<file path="config.mk">
export PLATFORM = sky130hd
export DESIGN_NAME = vga_frame_capture
export DESIGN_NICKNAME = d
export VERILOG_FILES = /design/src/rtl/vga_frame_capture.sv
export SDC_FILE = /design/constraint.sdc
export NUM_CORES = 1
export LEC_CHECK = 0
export CAP_MARGIN = 10
export CORE_MARGIN = 3
export CORE_UTILIZATION = 52
export DETAILED_ROUTE_END_ITERATION = 12
export PLACE_DENSITY_LB_ADDON = 0.1
export SYNTH_ARGS = -nofsm -noshare
export SYNTH_HDL_FRONTEND = slang
export SYNTH_SLANG_ARGS = --single-unit
</file>
<file path="constraint.sdc">
create_clock -name clk -period 8.39 [get_ports clk]
set_clock_uncertainty 0.1 [all_clocks]
set_input_delay 1.2585 -clock clk [delete_from_list [all_inputs] [get_ports clk]]
set_output_delay 1.2585 -clock clk [all_outputs]
set_load 0.01 [all_outputs]
</file>
<file path="src/rtl/vga_frame_capture.sv">
// vga_frame_capture: VGA receive path that rebuilds pixel coordinates and writes a 2:1-decimated frame to RAM port A.
// Line-period checking is compiled in when VGA_CAPTURE_TIMING_CHECK_EN is defined; otherwise sync_err is tied low.
module vga_frame_capture #(
  parameter int unsigned H_VISIBLE = 640,
  parameter int unsigned H_BACK    = 48,
  parameter int unsigned H_TOTAL   = 800,
  parameter int unsigned V_VISIBLE = 480,
  parameter int unsigned V_BACK    = 33
) (
  input  logic        clk,
  input  logic        rst,
  input  logic        hsync,
  input  logic        vsync,
  input  logic [3:0]  vgaRed,
  input  logic [3:0]  vgaGreen,
  input  logic [3:0]  vgaBlue,
  input  logic        capture_en,
  output logic        wea,
  output logic [16:0] addra,
  output logic [11:0] dina,
  output logic        busy,
  output logic        frame_done,
  output logic        sync_err
);

  localparam logic [9:0]  H_LO      = 10'(H_BACK);
  localparam logic [9:0]  H_HI      = 10'(H_BACK + H_VISIBLE);
  localparam logic [9:0]  V_LO      = 10'(V_BACK);
  localparam logic [9:0]  V_HI      = 10'(V_BACK + V_VISIBLE);
  localparam logic [16:0] ADDR_LAST = 17'((H_VISIBLE / 2) * (V_VISIBLE / 2) - 1);

  typedef enum logic [1:0] {IDLE, WAIT_VS, CAPTURE} state_t;
  state_t state, state_nxt;

  logic        hs_s1, vs_s1, hs_s2, vs_s2;
  logic [11:0] rgb_s1;
  logic [9:0]  h_pos, line_cnt, h_cur, line_cur, col, row;
  logic [16:0] addr_cur;
  logic        hs_rise, vs_rise, keep, capturing, last_wr, timing_bad;

  always_ff @(posedge clk or negedge rst) begin
    if (!rst) begin
      hs_s1    <= 1'b1;
      vs_s1    <= 1'b1;
      hs_s2    <= 1'b1;
      vs_s2    <= 1'b1;
      rgb_s1   <= '0;
      h_pos    <= '0;
      line_cnt <= '0;
    end else begin
      hs_s1    <= hsync;
      vs_s1    <= vsync;
      hs_s2    <= hs_s1;
      vs_s2    <= vs_s1;
      rgb_s1   <= {vgaRed, vgaGreen, vgaBlue};
      h_pos    <= h_cur;
      line_cnt <= line_cur;
    end
  end

  assign hs_rise = hs_s1 & ~hs_s2;
  assign vs_rise = vs_s1 & ~vs_s2;

  // Coordinates are resolved for the pixel sitting in S1, so the sample that shows the rise is position 0.
  always_comb begin
    h_cur = (h_pos == '1) ? h_pos : h_pos + 10'd1;
    if (hs_rise) h_cur = '0;
    line_cur = line_cnt;
    if (vs_rise)      line_cur = '0;
    else if (hs_rise) line_cur = line_cnt + 10'd1;
  end

  assign col  = h_cur - H_LO;
  assign row  = line_cur - V_LO;
  assign keep = (h_cur >= H_LO) && (h_cur < H_HI) && (line_cur >= V_LO) && (line_cur < V_HI)
                && !col[0] && !row[0];

  // Full-size geometry uses the 256+64 shift-add; reduced geometries fall back to a constant multiply.
  generate
    if (H_VISIBLE == 640) begin : g_mul320
      assign addr_cur = ({8'd0, row[9:1]} << 8) + ({8'd0, row[9:1]} << 6) + {8'd0, col[9:1]};
    end else begin : g_mul_gen
      assign addr_cur = ({8'd0, row[9:1]} * 17'(H_VISIBLE / 2)) + {8'd0, col[9:1]};
    end
  endgenerate

  assign last_wr = wea && (addra == ADDR_LAST);

  always_ff @(posedge clk or negedge rst) begin
    if (!rst) state <= IDLE;
    else      state <= state_nxt;
  end

  always_comb begin
    state_nxt = state;
    case (state)
      IDLE:    if (capture_en) state_nxt = WAIT_VS;
      WAIT_VS: begin
        if (!capture_en)  state_nxt = IDLE;
        else if (vs_rise) state_nxt = CAPTURE;
      end
      CAPTURE: if (last_wr || timing_bad) state_nxt = IDLE;
      default: state_nxt = IDLE;
    endcase
  end

  always_comb begin
    busy      = (state != IDLE);
    capturing = (state == CAPTURE);
  end

  always_ff @(posedge clk or negedge rst) begin
    if (!rst) begin
      wea        <= 1'b0;
      addra      <= '0;
      dina       <= '0;
      frame_done <= 1'b0;
    end else begin
      wea        <= capturing && keep && !timing_bad;
      frame_done <= capturing && last_wr;
      if (capturing && keep) begin
        addra <= addr_cur;
        dina  <= rgb_s1;
      end
    end
  end

`ifdef VGA_CAPTURE_TIMING_CHECK_EN
  localparam logic [9:0] H_LAST = 10'(H_TOTAL - 1);
  logic hs_seen;

  // The first rise after entering CAPTURE closes a line that began before the capture, so it is not judged.
  assign timing_bad = capturing && hs_rise && hs_seen && (h_pos != H_LAST);

  always_ff @(posedge clk or negedge rst) begin
    if (!rst) begin
      hs_seen  <= 1'b0;
      sync_err <= 1'b0;
    end else begin
      if (!capturing)   hs_seen <= 1'b0;
      else if (hs_rise) hs_seen <= 1'b1;
      if (timing_bad) sync_err <= 1'b1;
    end
  end
`else
  assign timing_bad = 1'b0;
  assign sync_err   = 1'b0;
`endif

endmodule

</file>
==> results of run 1 <==
layer usage:
layer	GRT usage [%]	up-vias	wire (µm)	part of all wire (%)
met2	26.4	54	3150	44
li1	-	1282	-	-
met1	26.5	1239	3520	49
met4	7.80	0	106	1.5
met5	0	-	0	0
met3	5.00	9	347	4.9
sequential cells by signal, summed over array words and instances, names as in the netlist:
register,flops
addra,17
dina,12
rgb_s1,12
h_pos,10
line_cnt,10
state,2
frame_done,1
hs_s1,1
hs_s2,1
vs_s1,1
vs_s2,1
wea,1
layout by cell type (no fill, tap or decap), types with 3 or more instances in the layout:
master / n
mux2_2: 18
nand2_1: 15
nand3_1: 5
or3_1: 5
o21ai_0: 8
dfrtp_1: 65
nand2b_1: 7
and4_1: 3
mux2_4: 8
a31oi_1: 4
clkbuf_8: 9
o21a_1: 3
mux2i_1: 6
a21o_1: 3
inv_1: 16
ha_1: 22
a21oi_1: 9
nand4_1: 8
nor2_1: 21
xor2_1: 14
clkdlybuf4s50_1: 47
nor3_1: 9
xnor2_1: 13
dfstp_2: 4
cell families after synthesis:
logic type | Yosys count
other | 1
adders and majority gates | 24
muxes | 34
DFF | 69
and+or+nand+nor | 100
AOI/OAI and AO/OA | 46
buffers and inverters | 27
xor gates and xnor gates | 28
cell type report:
| type | instances | area share, % |
|---|---|---|
| multi-input combinational | 233 | 42.9 |
| clock buffer | 10 | 2.81 |
| inverter | 17 | 1.41 |
| clock inverter | 6 | 1.41 |
| timing repair buffer | 49 | 10.6 |
| sequential | 69 | 38.2 |
| tap | 96 | 2.65 |
power breakdown:
part	leakage, nW	total (mW)	internal, mW	switching (mW)
sequential	0.913	0.365	0.348	0.0166
combinational	1.06	0.273	0.128	0.144
clock	0.0923	0.263	0.137	0.126
critical path: stages (launching register included):
cell and delay (ns):
dfstp_2 0.54, nor2b_1 0.69, nor2_1 0.29, or4_4 0.59, and2_1 0.19, nor2_1 0.15, ha_1 0.25, ha_1 0.34
nand3_1 0.10, o211ai_1 0.09, o21ai_0 0.16, nand2b_1 0.07, a21oi_1 0.21, o21ai_0 0.14, xor2_1 0.15, mux2_1 0.29
worst paths after layout:
path | startpoint | endpoint | slack [ns] | cells after the start
max in group asynchronous | rst | addra[10]$_DFFE_PN0P_ | 6.61 | 2
min in group asynchronous | rst | line_cnt[5]$_DFF_PN0_ | 0.99 | 2
min reg2reg | vs_s1$_DFF_PN1_ | vs_s2$_DFF_PN1_ | 0.28 | 0
max | vs_s1$_DFF_PN1_ | addra[16]$_DFFE_PN0P_ | 3.90 | 15
min | vs_s1$_DFF_PN1_ | vs_s2$_DFF_PN1_ | 0.28 | 0
max reg2reg | vs_s1$_DFF_PN1_ | addra[16]$_DFFE_PN0P_ | 3.90 | 15
==> results.py, run 1 <==
metrics = {
    "drt": {
        "dr_total_vias": 2584,
        "viasPerCell": 5.38,
        "drt_first_pass_iters": 4,
        "drc": 0,
        "wl_per_cell_um": 14.8,
        "wl_mm": 7.13,
        "ant_nets": 0,
        "drt_iter0_drc": 95,
    },
    "global_routing": {
        "antenna_found_initial": 0,
        "grt_max_degree": 70,
        "grt_pass1_wl_mm": 12.2,
        "globalRouteTotalUtil_pct": 18.5,
        "grt_pass1_vias": 2479,
        "grt_overflow": 0,
    },
    "timing": {
        "rsz0062_at_grt": "false",
        "whs_ns": 0.278,
        "slew_viol_final": 0,
        "fmax_ghz": 0.223,
        "min_period_over_period_pct": 53.5,
        "hold_violations": 0,
        "tns_ns": 0,
        "relSlewSlack_pct": 42.3,
        "setup_viol": 0,
        "setup_ws_ns": 3.90,
        "tightest_slew_ns": 0.866,
        "min_period_ns": 4.49,
    },
    "synthesis": {
        "synthTopCellsByArea": "dfrtp_1 (43%), ha_1 (7.2%), mux2_2 (5.3%)",
        "ys_seq_elements": 69,
        "yosysWarningCount": 0,
        "syn-cell-area_mm2": 0.00382,
        "synth_compound_area_share_pct": 9.57,
        "synthMuxAreaShare_pct": 10.7,
        "async_flop_share_pct": 100,
        "synth_common_cells": "dfrtp_1 (65), ha_1 (22), nor2_1 (21)",
        "syn_avg_cell_area_um2": 11.6,
        "yosys.cell_count.top_type": "dfrtp_1",
        "synthXorXnorAreaFrac_pct": 6.62,
        "synth.distinct_cells": 70,
        "synth_fa_ha_area_share_pct": 8.26,
        "synth_top_area_cell": "dfrtp_1",
        "syn-instance-count": 329,
        "yosys.area_share.simple_pct": 15.8,
        "synth_top_area_share_pct": 42.6,
        "ys.flop_type": "dfrtp_1",
        "synth-edff-count": 0,
        "synth_top_family_by_area": "simple AND/OR/NAND/NOR gates",
        "yosysSeqAreaShare_pct": 45.3,
        "syn_nets": 370,
    },
    "clock_tree": {
        "cts_max_level": 3,
        "postCtsSetupBuffers": 0,
        "postCtsHoldBufs": 0,
        "clock_sink_count": 69,
        "cts.path.max_buffers": 2,
        "path_clk_slew_ns": 0.07,
        "cts-root-buf": "clkbuf_8",
        "clk_latency_ns": 0.34,
        "cts_made_buffers": 9,
        "cts_resized": 0,
        "cts_tree": "yes",
    },
    "final_layout": {
        "multi_input_area_mm2": 0.00195,
        "seqCellArea_mm2": 0.00173,
        "nNetsFinal": 420,
        "fin_util_pct": 65.4,
        "finish.instance_area_mm2": 0.00454,
        "fin_cells": 480,
        "layout-drive-gt1-share_pct": 18.2,
        "antennaDiodeCount": 0,
        "syn_to_final_growth_pct": 18.8,
        "fillCellCount": 580,
    },
    "floorplanning": {
        "die_w_um": 91.7,
        "dieArea_mm2": 0.00841,
        "num_io_pins": 50,
        "start_util_pct": 55.0,
        "die_h_um": 91.7,
        "rows": 30,
        "core_area_mm2": 0.00694,
    },
    "critical_path": {
        "path_max_fanout": 13,
        "cp.arrival_ns": 4.62,
        "worstPathRequired_ns": 8.52,
        "cp-end-kind": "flop",
        "cp-start-kind": "flop",
        "critical_path_class": "reg -> reg",
    },
    "power": {
        "power_density_mw_per_mm2": 198,
        "peakVddDrop_mv": 0.188,
        "p_leak_nw": 2.06,
        "total_power_mw": 0.900,
    },
    "placed_design": {
        "placedCellCount": 464,
        "placed_area_mm2": 0.00435,
        "hpwlAfterDp_mm": 5.10,
        "dpl_worst_slack_ns": 3.87,
        "finalWeightedCongestion": 0.830,
        "io_buffers": 48,
    },
    "status": {
        "status": "finished, final reports clean",
    },
    "hold_path": {
        "hp-class": "reg -> reg",
    },
    "run": {
        "cap_violations": 0,
    },
}
Power figures use the tool's default switching activity.
==> run 2, diff against run 1 <==
==> constraint.sdc (replaced) <==
create_clock -name clk -period 4.4 [get_ports clk]
set_clock_uncertainty 0.1 [all_clocks]
set_input_delay 0.66 -clock clk [delete_from_list [all_inputs] [get_ports clk]]
set_output_delay 0.66 -clock clk [all_outputs]
set_load 0.01 [all_outputs]
==> results.py, run 2 (same netlist as run 1, synthesis figures left out) <==
metrics = {
    "critical_path": {
        "critical_path_class": "reg -> reg",
        "cp-end-kind": "flop",
        "cp.arrival_ns": 4.35,
        "cp-start-kind": "flop",
        "worstPathRequired_ns": 4.53,
        "reg2reg_slack_ns": 0.18,
        "path_max_fanout": 5,
    },
    "final_layout": {
        "syn_to_final_growth_pct": 23.0,
        "final_cell_mix": "dfrtp_1 (64), clkdlybuf4s50_1 (47), nor2_1 (21), ha_1 (19), mux2_2 (18)",
        "layout-drive-gt1-share_pct": 23.4,
        "finish.instance_area_mm2": 0.00470,
        "multi_input_area_mm2": 0.00200,
        "largest_registers": "addra x17, dina x12, rgb_s1 x12",
        "mostFrequentLayoutCell": "dfrtp_1",
        "antennaDiodeCount": 0,
        "seqCellArea_mm2": 0.00173,
        "fin_util_pct": 67.6,
        "fillCellCount": 531,
        "nNetsFinal": 430,
        "largest_reg_flops": 17,
        "largest_register": "addra",
    },
    "clock_tree": {
        "cts_max_level": 3,
        "cts.path.max_buffers": 2,
        "path_clk_slew_ns": 0.08,
        "cts-root-buf": "clkbuf_8",
        "cts_made_buffers": 9,
        "cts_tree": "yes",
        "clock_sink_count": 69,
        "clk_latency_ns": 0.35,
    },
    "hold_path": {
        "hp-class": "reg -> reg",
    },
    "drt": {
        "ant_nets": 0,
        "viasPerCell": 5.42,
        "wl_mm": 7.44,
        "dr_total_vias": 2651,
        "drc": 0,
        "wl_per_cell_um": 15.2,
        "drt_first_pass_iters": 4,
        "drt_iter0_drc": 89,
    },
    "floorplanning": {
        "die_h_um": 91.7,
        "start_util_pct": 55.0,
        "num_io_pins": 50,
        "dieArea_mm2": 0.00841,
        "core_area_mm2": 0.00694,
        "rows": 30,
        "die_w_um": 91.7,
    },
    "global_routing": {
        "grt_overflow": 0,
        "antenna_found_initial": 0,
        "grt_max_degree": 42,
        "grt_pass1_vias": 2572,
        "globalRouteTotalUtil_pct": 18.6,
        "grt_pass1_wl_mm": 12.4,
    },
    "power": {
        "total_power_mw": 1.83,
        "power_density_mw_per_mm2": 390,
        "peakVddDrop_mv": 0.228,
        "p_leak_nw": 2.13,
    },
    "timing": {
        "min_period_over_period_pct": 96.0,
        "whs_ns": 0.281,
        "min_period_ns": 4.22,
        "fmax_ghz": 0.237,
        "tightest_slew_ns": 0.929,
        "slew_viol_final": 0,
        "tns_ns": 0,
        "hold_violations": 0,
        "relSlewSlack_pct": 38.1,
        "setup_viol": 0,
    },
    "placed_design": {
        "io_buffers": 48,
        "placed_area_mm2": 0.00441,
        "finalWeightedCongestion": 0.853,
        "hpwlAfterDp_mm": 5.37,
    },
    "status": {
        "status": "finished, final reports clean",
    },
    "run": {
        "cap_violations": 0,
    },
}
run 2: area by class of cell:
class,count,area share (%)
Clock buffer,10,2.93
Tap cell,96,2.56
Timing Repair Buffer,59,11.9
Inverter,17,1.36
Clock inverter,5,1.76
Multi-Input combinational cell,233,42.6
Sequential cell,69,36.9
run 2: repair_timing:
| action | 4_1_cts | 5_1_grt |
|---|---|---|
| gates resized for setup | 2 | 12 |
| hold buffers | 0 | 0 |
| setup buffers | 0 | 2 |
| pin swaps | 0 | 4 |
| endpoints found under the hold margin | 0 | 0 |
| endpoints found under the setup margin | 2 | 4 |
run 2: path summary, 6_finish.rpt:
path,from,end,depth (start not counted)
hold reg to reg,vs_s1$_DFF_PN1_,vs_s2$_DFF_PN1_,0
max in group asynchronous,rst,addra[7]$_DFFE_PN0P_,2
hold / removal,vs_s1$_DFF_PN1_,vs_s2$_DFF_PN1_,0
min in group asynchronous,rst,line_cnt[5]$_DFF_PN0_,1
setup reg to reg,h_pos[0]$_DFF_PN0_,addra[15]$_DFFE_PN0P_,21
setup / recovery,h_pos[0]$_DFF_PN0_,addra[15]$_DFFE_PN0P_,21
run 2: critical path: stages (launching register included):
cell	delay, ns
dfrtp_2	0.45
ha_4	0.19
and4_2	0.25
nand3_2	0.08
nand2_1	0.07
xor2_1	0.15
nor2_1	0.24
ha_2	0.28
nor3_2	0.07
xor2_1	0.19
ha_1	0.31
ha_1	0.23
inv_1	0.08
fa_1	0.21
nor2b_1	0.06
o21ai_0	0.14
nand2b_1	0.10
a21o_1	0.18
a21o_1	0.19
a31oi_1	0.20
xnor2_1	0.08
mux2_2	0.26
run 2: stage by stage:
| stage | setup slack (ns) | cells |
|---|---|---|
| after global placement | 0.143 | 472 |
| after floorplan | 0.299 | 329 |
| after CTS | 0.00793 | 487 |
| after global routing | -0.0446 | 489 |
| final | 0.176 | 489 |
| after detailed placement | 0.0197 | 472 |
run 2: report_power, final:
group / internal [mW] / switching, mW
Clock: 0.334 / 0.238
Combinational: 0.268 / 0.290
Sequential: 0.664 / 0.0351
run 2: layer usage:
| layer | wire length, µm | share of wire, % | vias up | global-route usage, % |
|---|---|---|---|---|
| li1 | - | - | 1287 | - |
| met1 | 3450 | 46 | 1295 | 26.3 |
| met2 | 3460 | 47 | 58 | 27.0 |
| met3 | 380 | 5.1 | 11 | 4.84 |
| met4 | 147 | 2.0 | 0 | 8.17 |
| met5 | 0 | 0 | - | 0 |
